$ cat src/rtl/display_pkg.sv
// rtl/display_pkg.sv - shared FSM states and anode bit indices for the display scan controller
package display_pkg;

  typedef enum logic [2:0] {
    IDLE,
    ONES_BLANK,
    ONES_ON,
    TENS_BLANK,
    TENS_ON
  } scan_state_t;

  localparam int DIG_ONES = 0;
  localparam int DIG_TENS = 1;

  function automatic logic [1:0] anode_drive(input logic [1:0] lit, input bit active_low);
    return active_low ? ~lit : lit;
  endfunction

endpackage

$ cat src/rtl/scan_timer.sv
// rtl/scan_timer.sv - per-slot cycle counter with blank/slot end strobes
module scan_timer #(
  parameter int REFRESH_DIV  = 50000,
  parameter int BLANK_CYCLES = 1000
) (
  input  logic clk,
  input  logic rst,
  input  logic active_i,
  output logic blank_done_o,
  output logic slot_done_o
);

  localparam int CW = $clog2(REFRESH_DIV);
  localparam logic [CW-1:0] LAST_CNT  = CW'(REFRESH_DIV - 1);
  localparam logic [CW-1:0] BLANK_END = CW'(BLANK_CYCLES - 1);

  logic [CW-1:0] cnt_q, cnt_d;

  always_comb begin
    cnt_d = cnt_q + 1'b1;
    // Held at zero while idle so a fresh frame always starts counting from slot start
    if (!active_i || cnt_q == LAST_CNT) begin
      cnt_d = '0;
    end
  end

  always_ff @(posedge clk or posedge rst) begin
    if (rst) begin
      cnt_q <= '0;
    end else begin
      cnt_q <= cnt_d;
    end
  end

  assign blank_done_o = (cnt_q == BLANK_END);
  assign slot_done_o  = (cnt_q == LAST_CNT);

endmodule

$ cat src/rtl/display_scan_ctrl.sv
// rtl/display_scan_ctrl.sv - time-shares one 7-segment decoder between ones and tens digits
// Optional build macro LEADING_ZERO_BLANK_EN: keep the tens anode dark when the latched tens value is 0.
module display_scan_ctrl
  import display_pkg::*;
#(
  parameter int REFRESH_DIV      = 50000,
  parameter int BLANK_CYCLES     = 1000,
  parameter bit ANODE_ACTIVE_LOW = 1'b1
) (
  input  logic       clk,
  input  logic       reset,
  input  logic       run,
  input  logic [3:0] ones_in,
  input  logic [2:0] tens_in,
  output logic [3:0] ones_out,
  output logic [2:0] tens_out,
  output logic       sel_ones,
  output logic [1:0] an,
  output logic       frame_tick
);

  localparam logic [1:0] AN_OFF = ANODE_ACTIVE_LOW ? 2'b11 : 2'b00;

  scan_state_t state_q, state_d;
  logic [3:0]  ones_q, ones_d;
  logic [2:0]  tens_q, tens_d;
  logic        sel_q, sel_d;
  logic [1:0]  an_q, an_d;
  logic        tick_q, tick_d;
  logic [1:0]  lit;
  logic        new_frame;
  logic        blank_done, slot_done;

  scan_timer #(
    .REFRESH_DIV (REFRESH_DIV),
    .BLANK_CYCLES(BLANK_CYCLES)
  ) u_timer (
    .clk         (clk),
    .rst         (reset),
    .active_i    ((state_q != IDLE) && run),
    .blank_done_o(blank_done),
    .slot_done_o (slot_done)
  );

  always_comb begin
    state_d = state_q;
    case (state_q)
      IDLE:       if (run)        state_d = ONES_BLANK;
      ONES_BLANK: if (blank_done) state_d = ONES_ON;
      ONES_ON:    if (slot_done)  state_d = TENS_BLANK;
      TENS_BLANK: if (blank_done) state_d = TENS_ON;
      TENS_ON:    if (slot_done)  state_d = ONES_BLANK;
      default:                    state_d = IDLE;
    endcase
    if (state_q != IDLE && !run) begin
      state_d = IDLE;
    end
  end

  // Outputs are computed from the next state so they change on the edge entering it
  always_comb begin
    new_frame = (state_d == ONES_BLANK) && (state_q != ONES_BLANK);
    ones_d    = new_frame ? ones_in : ones_q;
    tens_d    = new_frame ? tens_in : tens_q;
    tick_d    = new_frame;
    sel_d     = !(state_d == TENS_BLANK || state_d == TENS_ON);
    lit       = 2'b00;
    if (state_d == ONES_ON) begin
      lit[DIG_ONES] = 1'b1;
    end
    if (state_d == TENS_ON) begin
`ifdef LEADING_ZERO_BLANK_EN
      lit[DIG_TENS] = (tens_d != 3'd0);
`else
      lit[DIG_TENS] = 1'b1;
`endif
    end
    an_d = anode_drive(lit, ANODE_ACTIVE_LOW);
  end

  always_ff @(posedge clk or posedge reset) begin
    if (reset) begin
      state_q <= IDLE;
      ones_q  <= '0;
      tens_q  <= '0;
      sel_q   <= 1'b1;
      an_q    <= AN_OFF;
      tick_q  <= 1'b0;
    end else begin
      state_q <= state_d;
      ones_q  <= ones_d;
      tens_q  <= tens_d;
      sel_q   <= sel_d;
      an_q    <= an_d;
      tick_q  <= tick_d;
    end
  end

  assign ones_out   = ones_q;
  assign tens_out   = tens_q;
  assign sel_ones   = sel_q;
  assign an         = an_q;
  assign frame_tick = tick_q;

endmodule

$ cat config.mk
export PLATFORM = sky130hd
export DESIGN_NAME = display_scan_ctrl
export DESIGN_NICKNAME = d
export VERILOG_FILES = /design/src/rtl/display_pkg.sv /design/src/rtl/scan_timer.sv /design/src/rtl/display_scan_ctrl.sv
export SDC_FILE = /design/constraint.sdc
export NUM_CORES = 1
export LEC_CHECK = 0
export BUFFER_PORTS_ARGS = -buffer_cell sky130_fd_sc_hd__buf_4
export CORE_ASPECT_RATIO = 0.6
export CORE_UTILIZATION = 45
export DETAILED_ROUTE_END_ITERATION = 7
export GPL_TIMING_DRIVEN = 0
export PLACE_DENSITY = 0.65
export SYNTH_ARGS = -nofsm -noshare
export SYNTH_HDL_FRONTEND = slang
export SYNTH_HIERARCHICAL = 1
export SYNTH_SLANG_ARGS = --single-unit
$ cat constraint.sdc
create_clock -name clk -period 3.9 [get_ports clk]
set_clock_uncertainty 0.05 [all_clocks]
set_input_delay 0.39 -clock clk [delete_from_list [all_inputs] [get_ports clk]]
set_output_delay 0.39 -clock clk [all_outputs]
set_load 0.1 [all_outputs]
Word level (Yosys, flattened, before mapping)
Index checks and enable logic that the tools add are counted.
Storage, ports and cells
  bits in registers: 30
  input port bits: 10
Cells by class
  $add $sub $neg: 1
  equal/unequal tests: 11
  mux-type cells: 10
  bitwise operators: 1
  reduce and logical (&&, ||, !) cells: 10
Operators by type and width (count)
  $mux 3: 6
  $add 16x1->16 const B: 1
  $eq 16x10->1 const B: 1
  $eq 16x16->1 const B: 1
  $mux 16: 1
  $pmux 3 s5: 1
  $eq 3x2->1 const B: 4
  $eq 3x1->1 const B: 2
  $eq 3x3->1 const B: 2
  $logic_and 1x1->1: 3
  $logic_not 1->1: 3
  $logic_not 3->1: 1
  $ne 3x1->1 const B: 1
  $reduce_bool 3->1: 1
  $logic_or 1x1->1: 2
  $mux 1: 2
  $not 2->2: 1

Longest topological paths before layout
Gate-level depths: netlist (run 1).
  depth after elaboration: 7
  gate-level depth with buffers: 7

Cells and area by module
The synthesis (run 1) kept the hierarchy.
By module, submodules not included
  scan_timer: times used 1, cells each 88, area each 833.3 um2, seq. area each 400.4 um2
  display_scan_ctrl: times used 1, cells each 48, area each 603.1 um2, seq. area each 354.1 um2

Least setup slack after synthesis (run 1)
No wires, ideal clock.
  kind: register -> register
  from: register u_timer.cnt_q[0]
  to: register ones_q[0], in the netlist ones_out[0]
  library setup time: 126 ps
  arrival time: 1850 ps
  required time: 3724 ps
  path slack: 1874 ps
  stages on the path, launching flop included: 8
  period minus slack after synthesis: 2026 ps
  cell sequence: dfrtp_1 > ha_1 > nand3_2 > or4_4 > nor2_1 > nand2b_2 > nand3_4 > mux2_2
Between the ends
  word-level cells in the longest chain between the ends: 6
  elaborated cells between the ends (all ways): 10
RTL lines
  start: declaration: RTL line scan_timer.sv:17  | logic [CW-1:0] cnt_q, cnt_d;
  start signal: assignment: RTL line scan_timer.sv:31  | cnt_q <= cnt_d;
  $eq 16x16->1 (*): RTL line scan_timer.sv:36  | assign slot_done_o = (cnt_q == LAST_CNT);
  net slot_done: RTL line display_scan_ctrl.sv:32  | logic blank_done, slot_done;
  $mux 3, on equally long branches: RTL line display_scan_ctrl.sv:52, display_scan_ctrl.sv:50
  $pmux 3 s5 (*): RTL line display_scan_ctrl.sv:47  | case (state_q)
  $mux 3 (*): RTL line display_scan_ctrl.sv:55  | if (state_q != IDLE && !run) begin
  $eq 3x1->1 (*): RTL line display_scan_ctrl.sv:62  | new_frame = (state_d == ONES_BLANK) && (state_q != ONES_BLANK);
  $logic_and 1x1->1 (*): RTL line display_scan_ctrl.sv:62
  end signal: assignment: RTL line display_scan_ctrl.sv:91  | ones_q <= ones_d;
  end: declaration: RTL line display_scan_ctrl.sv:25  | logic [3:0] ones_q, ones_d;
The timed path passes the listed nets; every way through them passes the cells marked *.
A chain may end at the register's enable or synchronous reset.

Final worst setup path (run 1)
  from: register u_timer.cnt_q[0]
  to: register tens_q[0], in the netlist tens_out[0]
Between the ends
  word-level cells in the longest chain between the ends: 6
  elaborated cells between the ends (all ways): 10
RTL lines
  $eq 16x16->1 (*): RTL line scan_timer.sv:36
  net slot_done: RTL line display_scan_ctrl.sv:32
  $mux 3, on equally long branches: RTL line display_scan_ctrl.sv:52, display_scan_ctrl.sv:50
  $pmux 3 s5 (*): RTL line display_scan_ctrl.sv:47
  $mux 3 (*): RTL line display_scan_ctrl.sv:55
  $eq 3x1->1 (*): RTL line display_scan_ctrl.sv:62
  $logic_and 1x1->1 (*): RTL line display_scan_ctrl.sv:62
  end signal: assignment: RTL line display_scan_ctrl.sv:92  | tens_q <= tens_d;
  end: declaration: RTL line display_scan_ctrl.sv:26  | logic [2:0] tens_q, tens_d;
Marked as above.

==> qor.yml, run 1 <==
firstDrtPassIters: 4
synthSimpleGateAreaFrac_pct: 24.0
tritoncts: "done"
portBuffers: 19
fillers: 278
yosysTopAreaCellShare_pct: 47.0
drtIter0Drc: 85
hold_path_class: "input port to asynchronous set/reset pin"
highest_layer: "met4"
p_leak_nw: 0.705
clockBufferDepth: 2
path_delay_family: "simple AND/OR/NAND/NOR gates"
synth_warnings: 6
track_usage_pct: 19.9
syn2layout_area_growth_pct: 19.9
yosys.area.top_type: "dfrtp_1"
finalMaxSlewViolations: 0
vias_per_cell: 5.12
synthMostInstantiatedCell: "dfrtp_1"
wl_met1_um: 1490
regToRegSetupSlack_ns: 1.62
wire_per_inst_um: 13.7
gp_congestion: 0.774
synth_cell_types: 36
die_y_um: 45.8
rr_worst_depth: 7
synth_top_family_by_area: "simple AND/OR/NAND/NOR gates"
required_ns: 4.01
synth_area_um2: 1440
hold_ws_ns: 0.120
final_area_um2: 1720
rsz0062_at_grt: "false"
max_stage_delay_ns: 0.46
cp-startpoint: "u_timer/cnt_q[0]"
fmax_mhz: 438
synth_seq_cells: 30
wl_met3_um: 124
synth.area.top_cells: "dfrtp_1 (47%), xnor2_1 (6.7%), nor2_1 (6.0%)"
synth_compound_area_share_pct: 4.27
synthFlopType: "dfrtp_1"
cts_sinks: 30
syn_area_per_cell_um2: 10.6
synthMuxAreaShare_pct: 5.49
setup_viol: 0
path_max_fanout: 8
postRouteAntennaNets: 0
insertion_delay_ns: 0.28
tightest_slew_ns: 0.612
n_antenna_cell: 0
crit_chain: "ha_1, nand3_2, or4_4, nor2_1, nand2b_2, nand3_4, mux2_2"
dpl.hpwl_um: 2070
grt_pass1_vias: 1002
grt_pass1_wl_um: 4720
met2WireLength_um: 1160
cp_slowest_cell: "or4_4"
overflow: 0
critPathLaunchType: "register"
seqCellArea_um2: 754
layout.nets: 173
drc: 0
synthAdderAreaFrac_pct: 0.871
path_class: "register to register"
cts_hold_buf: 0
relSlewSlack_pct: 59.1
synth_xor_xnor_area_share_pct: 9.15
maxCapViolCount: 0
timing.rr.start: "u_timer/cnt_q[0]"
htreeDepth: 2
vias: 1049
core_um2: 2950
power_density_nw_per_um2: 422
ir_drop_mv: 0.344
syn_inst: 136
outcome: "completed"
syn_nets: 147
routed_wl_um: 2810
drive_gt1_share_pct: 28.8
grt_start_max_net_pins: 17
postPlaceCellArea_um2: 1630
critical_path_buf_inv_count: 0
rows: 15
r2r-end: "tens_out[0]"
multiInputGateArea_um2: 628
io_pins: 21
timing.final.crit_share_pct: 58.5
start_util_pct: 48.7
antenna_found_initial: 0
crit_path_end_kind: "register"
synth_edf_count: 0
synth_seq_area_share_pct: 52.5
die_width_um: 74.9
postCtsSetupRepairBufs: 0
cts_buffers: 5
clk_pin_slew_ns: 0.06
dieArea_um2: 3430
final.min_clock_period_ns: 2.28
hold_viol: 0
cts-resized-gates: 0
cts_root_buffer: "clkbuf_8"
synthTopCellsByCount: "dfrtp_1 (27), nor2_1 (23), xnor2_1 (11)"
async_flop_share_pct: 100
arrival_ns: 2.39
tns_ns: 0
[metrics by stage]
stage	setup slack [ns]	power [W]	cells	utilization, %
finish	1.62	0.000728	205	58.5
global route	1.49	0.000757	205	58.5
CTS	1.62	0.000741	205	58.5
detailed placement	1.62	0.000482	197	55.4
global placement	1.69	0.000480	197	55.4
floorplan	1.87	0.000448	136	-
[report_power, final]
group | total (W) | internal [W] | switching, W
logic | 0.000143 | 0.0000334 | 0.000109
clock network | 0.000252 | 0.000142 | 0.000110
registers | 0.000333 | 0.000325 | 0.00000823
total | 0.000728 | 0.000500 | 0.000228
[area by class of cell]
class	instances	share of cell area (%)
sequential	30	43.8
buffer	3	1.38
inverter	8	1.74
clock buffer	7	5.01
tap	42	3.05
clock inverter	1	0.290
multi-input combinational	95	36.5
timing repair buffer	19	8.28
[kinds of logic after synthesis]
| group | after synthesis |
|---|---|
| buf+inv | 11 |
| fa+ha+maj | 1 |
| compound gates | 8 |
| flops | 30 |
| simple gates | 64 |
| mux | 7 |
| xor+xnor | 15 |
[worst max path at each step]
stage,to,depth (start not counted)
after CTS,tens_out[0],7
final,tens_out[0],7
after floorplan,ones_out[0],7
after detailed placement,tens_out[0],7
after global placement,ones_out[0],7
after global routing,tens_out[0],7
[layout by cell type, fill, tap and decap left out]
| cell | instances |
|---|---|
| nand2b_1 | 1 |
| xor2_1 | 4 |
| mux2_2 | 7 |
| nor2_2 | 1 |
| buf_2 | 1 |
| nor2b_1 | 1 |
| o31a_2 | 1 |
| nand3_2 | 1 |
| nor3b_1 | 1 |
| or4_1 | 1 |
| nand2_1 | 7 |
| nand3_1 | 5 |
| nand2b_2 | 1 |
| xnor2_1 | 11 |
| nand3_4 | 1 |
| or2b_1 | 1 |
| nand3b_1 | 1 |
| a211oi_1 | 1 |
| clkbuf_1 | 1 |
| nor2_1 | 23 |
| inv_1 | 8 |
| buf_4 | 20 |
| or2_2 | 1 |
| nand4_1 | 4 |
| nor3_1 | 6 |
| o21ai_4 | 1 |
| clkbuf_8 | 6 |
| and2_1 | 1 |
| dfstp_2 | 3 |
| or4_4 | 1 |
| ha_1 | 1 |
| clkinv_2 | 1 |
| o21ai_0 | 4 |
| nor4_1 | 4 |
| dfrtp_1 | 27 |
| or3b_1 | 1 |
| buf_6 | 1 |
| o21a_1 | 1 |
| nor4b_1 | 1 |
[metal layers]
layer / GRT usage (%) / up-vias
met2: 27.2 / 30
met5: 0 / -
li1: - / 509
met1: 28.2 / 506
met3: 6.19 / 4
met4: 10.6 / 0
[worst register-to-register path: stages, from the launching register on]
cell      delay (ns)
dfrtp_1         0.39
ha_1            0.26
nand3_2         0.12
or4_4           0.46
nor2_1          0.22
nand2b_2        0.21
nand3_4         0.14
mux2_2          0.31
[registers in the layout (all words and copies together), names as in the netlist]
register and cells:
tens_out 3, sel_ones 1, ones_out 4, frame_tick 1
an 2, u_timer/cnt_q 16, state_q 3
No activity file was read; power rests on OpenSTA's default activity.
==> run 2, diff against run 1 <==
Clock period 3.9 ns to 2.1 ns, I/O delays scaled along.
==> qor.yml, run 2 (synthesized netlist as in run 1, its figures left out) <==
crit_path_end_kind: "register"  # unchanged
drtIter0Drc: 98  # was 85
path_class: "register to register"  # unchanged
hold_path_startpoint: "run"
drive_gt1_share_pct: 32.0  # was 28.8%
setup_viol: 0  # unchanged
htreeDepth: 2  # unchanged
final.min_clock_period_ns: 2.03  # was 2.28 ns
dieArea_um2: 3430  # unchanged
regMostFlops: "u_timer/cnt_q"  # unchanged
place_ws_ns: -0.179  # was 1.62 ns
fillers: 261  # was 278
routed_wl_um: 2870  # was 2810 um
holdPathEnd: "an[0]"
vias_per_cell: 5.12  # about the same
required_ns: 2.21  # was 4.01 ns
rr_worst_depth: 7  # unchanged
grt_pass1_vias: 1048  # was 1002
die_width_um: 74.9  # unchanged
final_cells: 211  # was 205
fmax_mhz: 492  # was 438 MHz
arrival_ns: 2.14  # was 2.39 ns
critPathLaunchType: "register"  # unchanged
grt_pass1_wl_um: 4910  # was 4720 um
path_delay_family: "simple AND/OR/NAND/NOR gates"  # unchanged
insertion_delay_ns: 0.28  # about the same
r2r-end: "tens_out[0]"  # unchanged
core_um2: 2950  # unchanged
timing.final.crit_share_pct: 96.8  # was 58.5%
cts_buffers: 5  # unchanged
crit_chain: "ha_4, nand3_2, or4_4, nor2_4, nand2b_4, nand3_4, mux2_2"  # was ha_1, nand3_2, or4_4, nor2_1, nand2b_2, nand3_4, mux2_2
hold_viol: 0  # unchanged
layout.nets: 179  # was 173
critical_path_buf_inv_count: 0  # unchanged
rsz0062_at_grt: "false"  # unchanged
finalMaxSlewViolations: 0  # unchanged
finalWorstSetupSlack_ns: 0.0679  # was 1.62 ns
dpl.hpwl_um: 2070  # unchanged
tritoncts: "done"  # unchanged
start_util_pct: 48.7  # unchanged
ir_drop_mv: 0.637  # was 0.344 mV
track_usage_pct: 20.7  # was 19.9%
finish.utilization_pct: 60.9  # was 58.5%
portBuffers: 19  # unchanged
hold-path-cell-count: 2
outcome: "completed"  # unchanged
path_max_fanout: 8  # unchanged
largest_register_ff_count: 16  # unchanged
hold_ws_ns: 0.103  # was 0.120 ns
cts_sinks: 30  # unchanged
relSlewSlack_pct: 59.2  # was 59.1%
cts_root_buffer: "clkbuf_8"  # unchanged
die_y_um: 45.8  # unchanged
vias: 1081  # was 1049
postRouteAntennaNets: 0  # unchanged
regToRegSetupSlack_ns: 0.07  # was 1.62 ns
power_density_nw_per_um2: 757  # was 422 nW/um^2
rows: 15  # unchanged
tightest_slew_ns: 0.611  # was 0.612 ns
dp.cells: 197  # unchanged
timing.rr.start: "u_timer/cnt_q[1]"  # was u_timer/cnt_q[0]
gp_congestion: 0.774  # unchanged
firstDrtPassIters: 4  # unchanged
syn2layout_area_growth_pct: 25.0  # was 19.9%
clk_pin_slew_ns: 0.06  # about the same
final_common_cell: "dfrtp_1"  # unchanged
io_pins: 21  # unchanged
wire_per_inst_um: 13.6  # was 13.7 um
n_antenna_cell: 0  # unchanged
drc: 0  # unchanged
antenna_found_initial: 0  # unchanged
cp_slowest_cell: "or4_4"  # unchanged
p_leak_nw: 0.734  # was 0.705 nW
max_stage_delay_ns: 0.48  # was 0.46 ns
clockBufferDepth: 2  # unchanged
layout_common_cells: "dfrtp_1 (27), buf_4 (25), nor2_1 (22)"  # was dfrtp_1 (27), nor2_1 (23), buf_4 (20)
hold_path_class: "input port to register"  # was input port to asynchronous set/reset pin
maxCapViolCount: 0  # unchanged
grt_start_max_net_pins: 17  # unchanged
overflow: 0  # unchanged
==> run 2: worst max-delay path by stage <==
| stage | start | to | slack, ns | cells past startpoint |
|---|---|---|---|---|
| floorplan | u_timer/cnt_q[0] | ones_out[0] | 0.07 | 7 |
| global placement | u_timer/cnt_q[0] | ones_out[0] | -0.11 | 7 |
| detailed placement | u_timer/cnt_q[0] | tens_out[0] | -0.18 | 7 |
| CTS | u_timer/cnt_q[1] | tens_out[0] | 0.02 | 7 |
| global route | u_timer/cnt_q[10] | state_q[1] | 0.0007 | 6 |
| finish | u_timer/cnt_q[1] | tens_out[0] | 0.07 | 7 |
==> run 2: layer usage <==
layer | vias to the layer above | track usage (%) | wire length [um] | share of wire (%)
li1 | 522 | - | - | -
met1 | 529 | 28.3 | 1460 | 51
met2 | 26 | 29.9 | 1250 | 44
met3 | 4 | 6.19 | 118 | 4.1
met4 | 0 | 10.6 | 37 | 1.3
met5 | - | 0 | 0 | 0
==> run 2: metrics by stage <==
step	TNS [ns]	area [um^2]	power, W
global placement	-0.726	1630	0.000891
floorplan	0	1440	0.000833
detailed placement	-1.11	1630	0.000896
CTS	0	1770	0.00138
global route	0	1800	0.00141
finish	0	1800	0.00136
==> run 2: cell type report <==
cell class                 instances  area, um^2  share of cell area [%]
sequential                        30         754                    42.0
buffer                             3        23.8                    1.32
inverter                           8        30.0                    1.67
clock inverter                     1        5.00                   0.279
tap                               42        52.6                    2.93
multi-input combinational         95         653                    36.4
timing repair buffer              25         190                    10.6
clock buffer                       7        86.3                    4.81
==> run 2: power breakdown <==
group	leakage (nW)	switching (W)	internal (W)
clock	0.0482	0.000205	0.000264
sequential	0.389	0.0000156	0.000603
combinational	0.297	0.000205	0.0000668
total	0.734	0.000426	0.000933
==> run 2: what timing repair did <==
item	4_1_cts	5_1_grt
resized for setup	4	1
setup endpoints to repair	7	11
hold buffers	1	0
buffers inserted	2	3
pin swaps	1	3
hold endpoints to repair	27	0
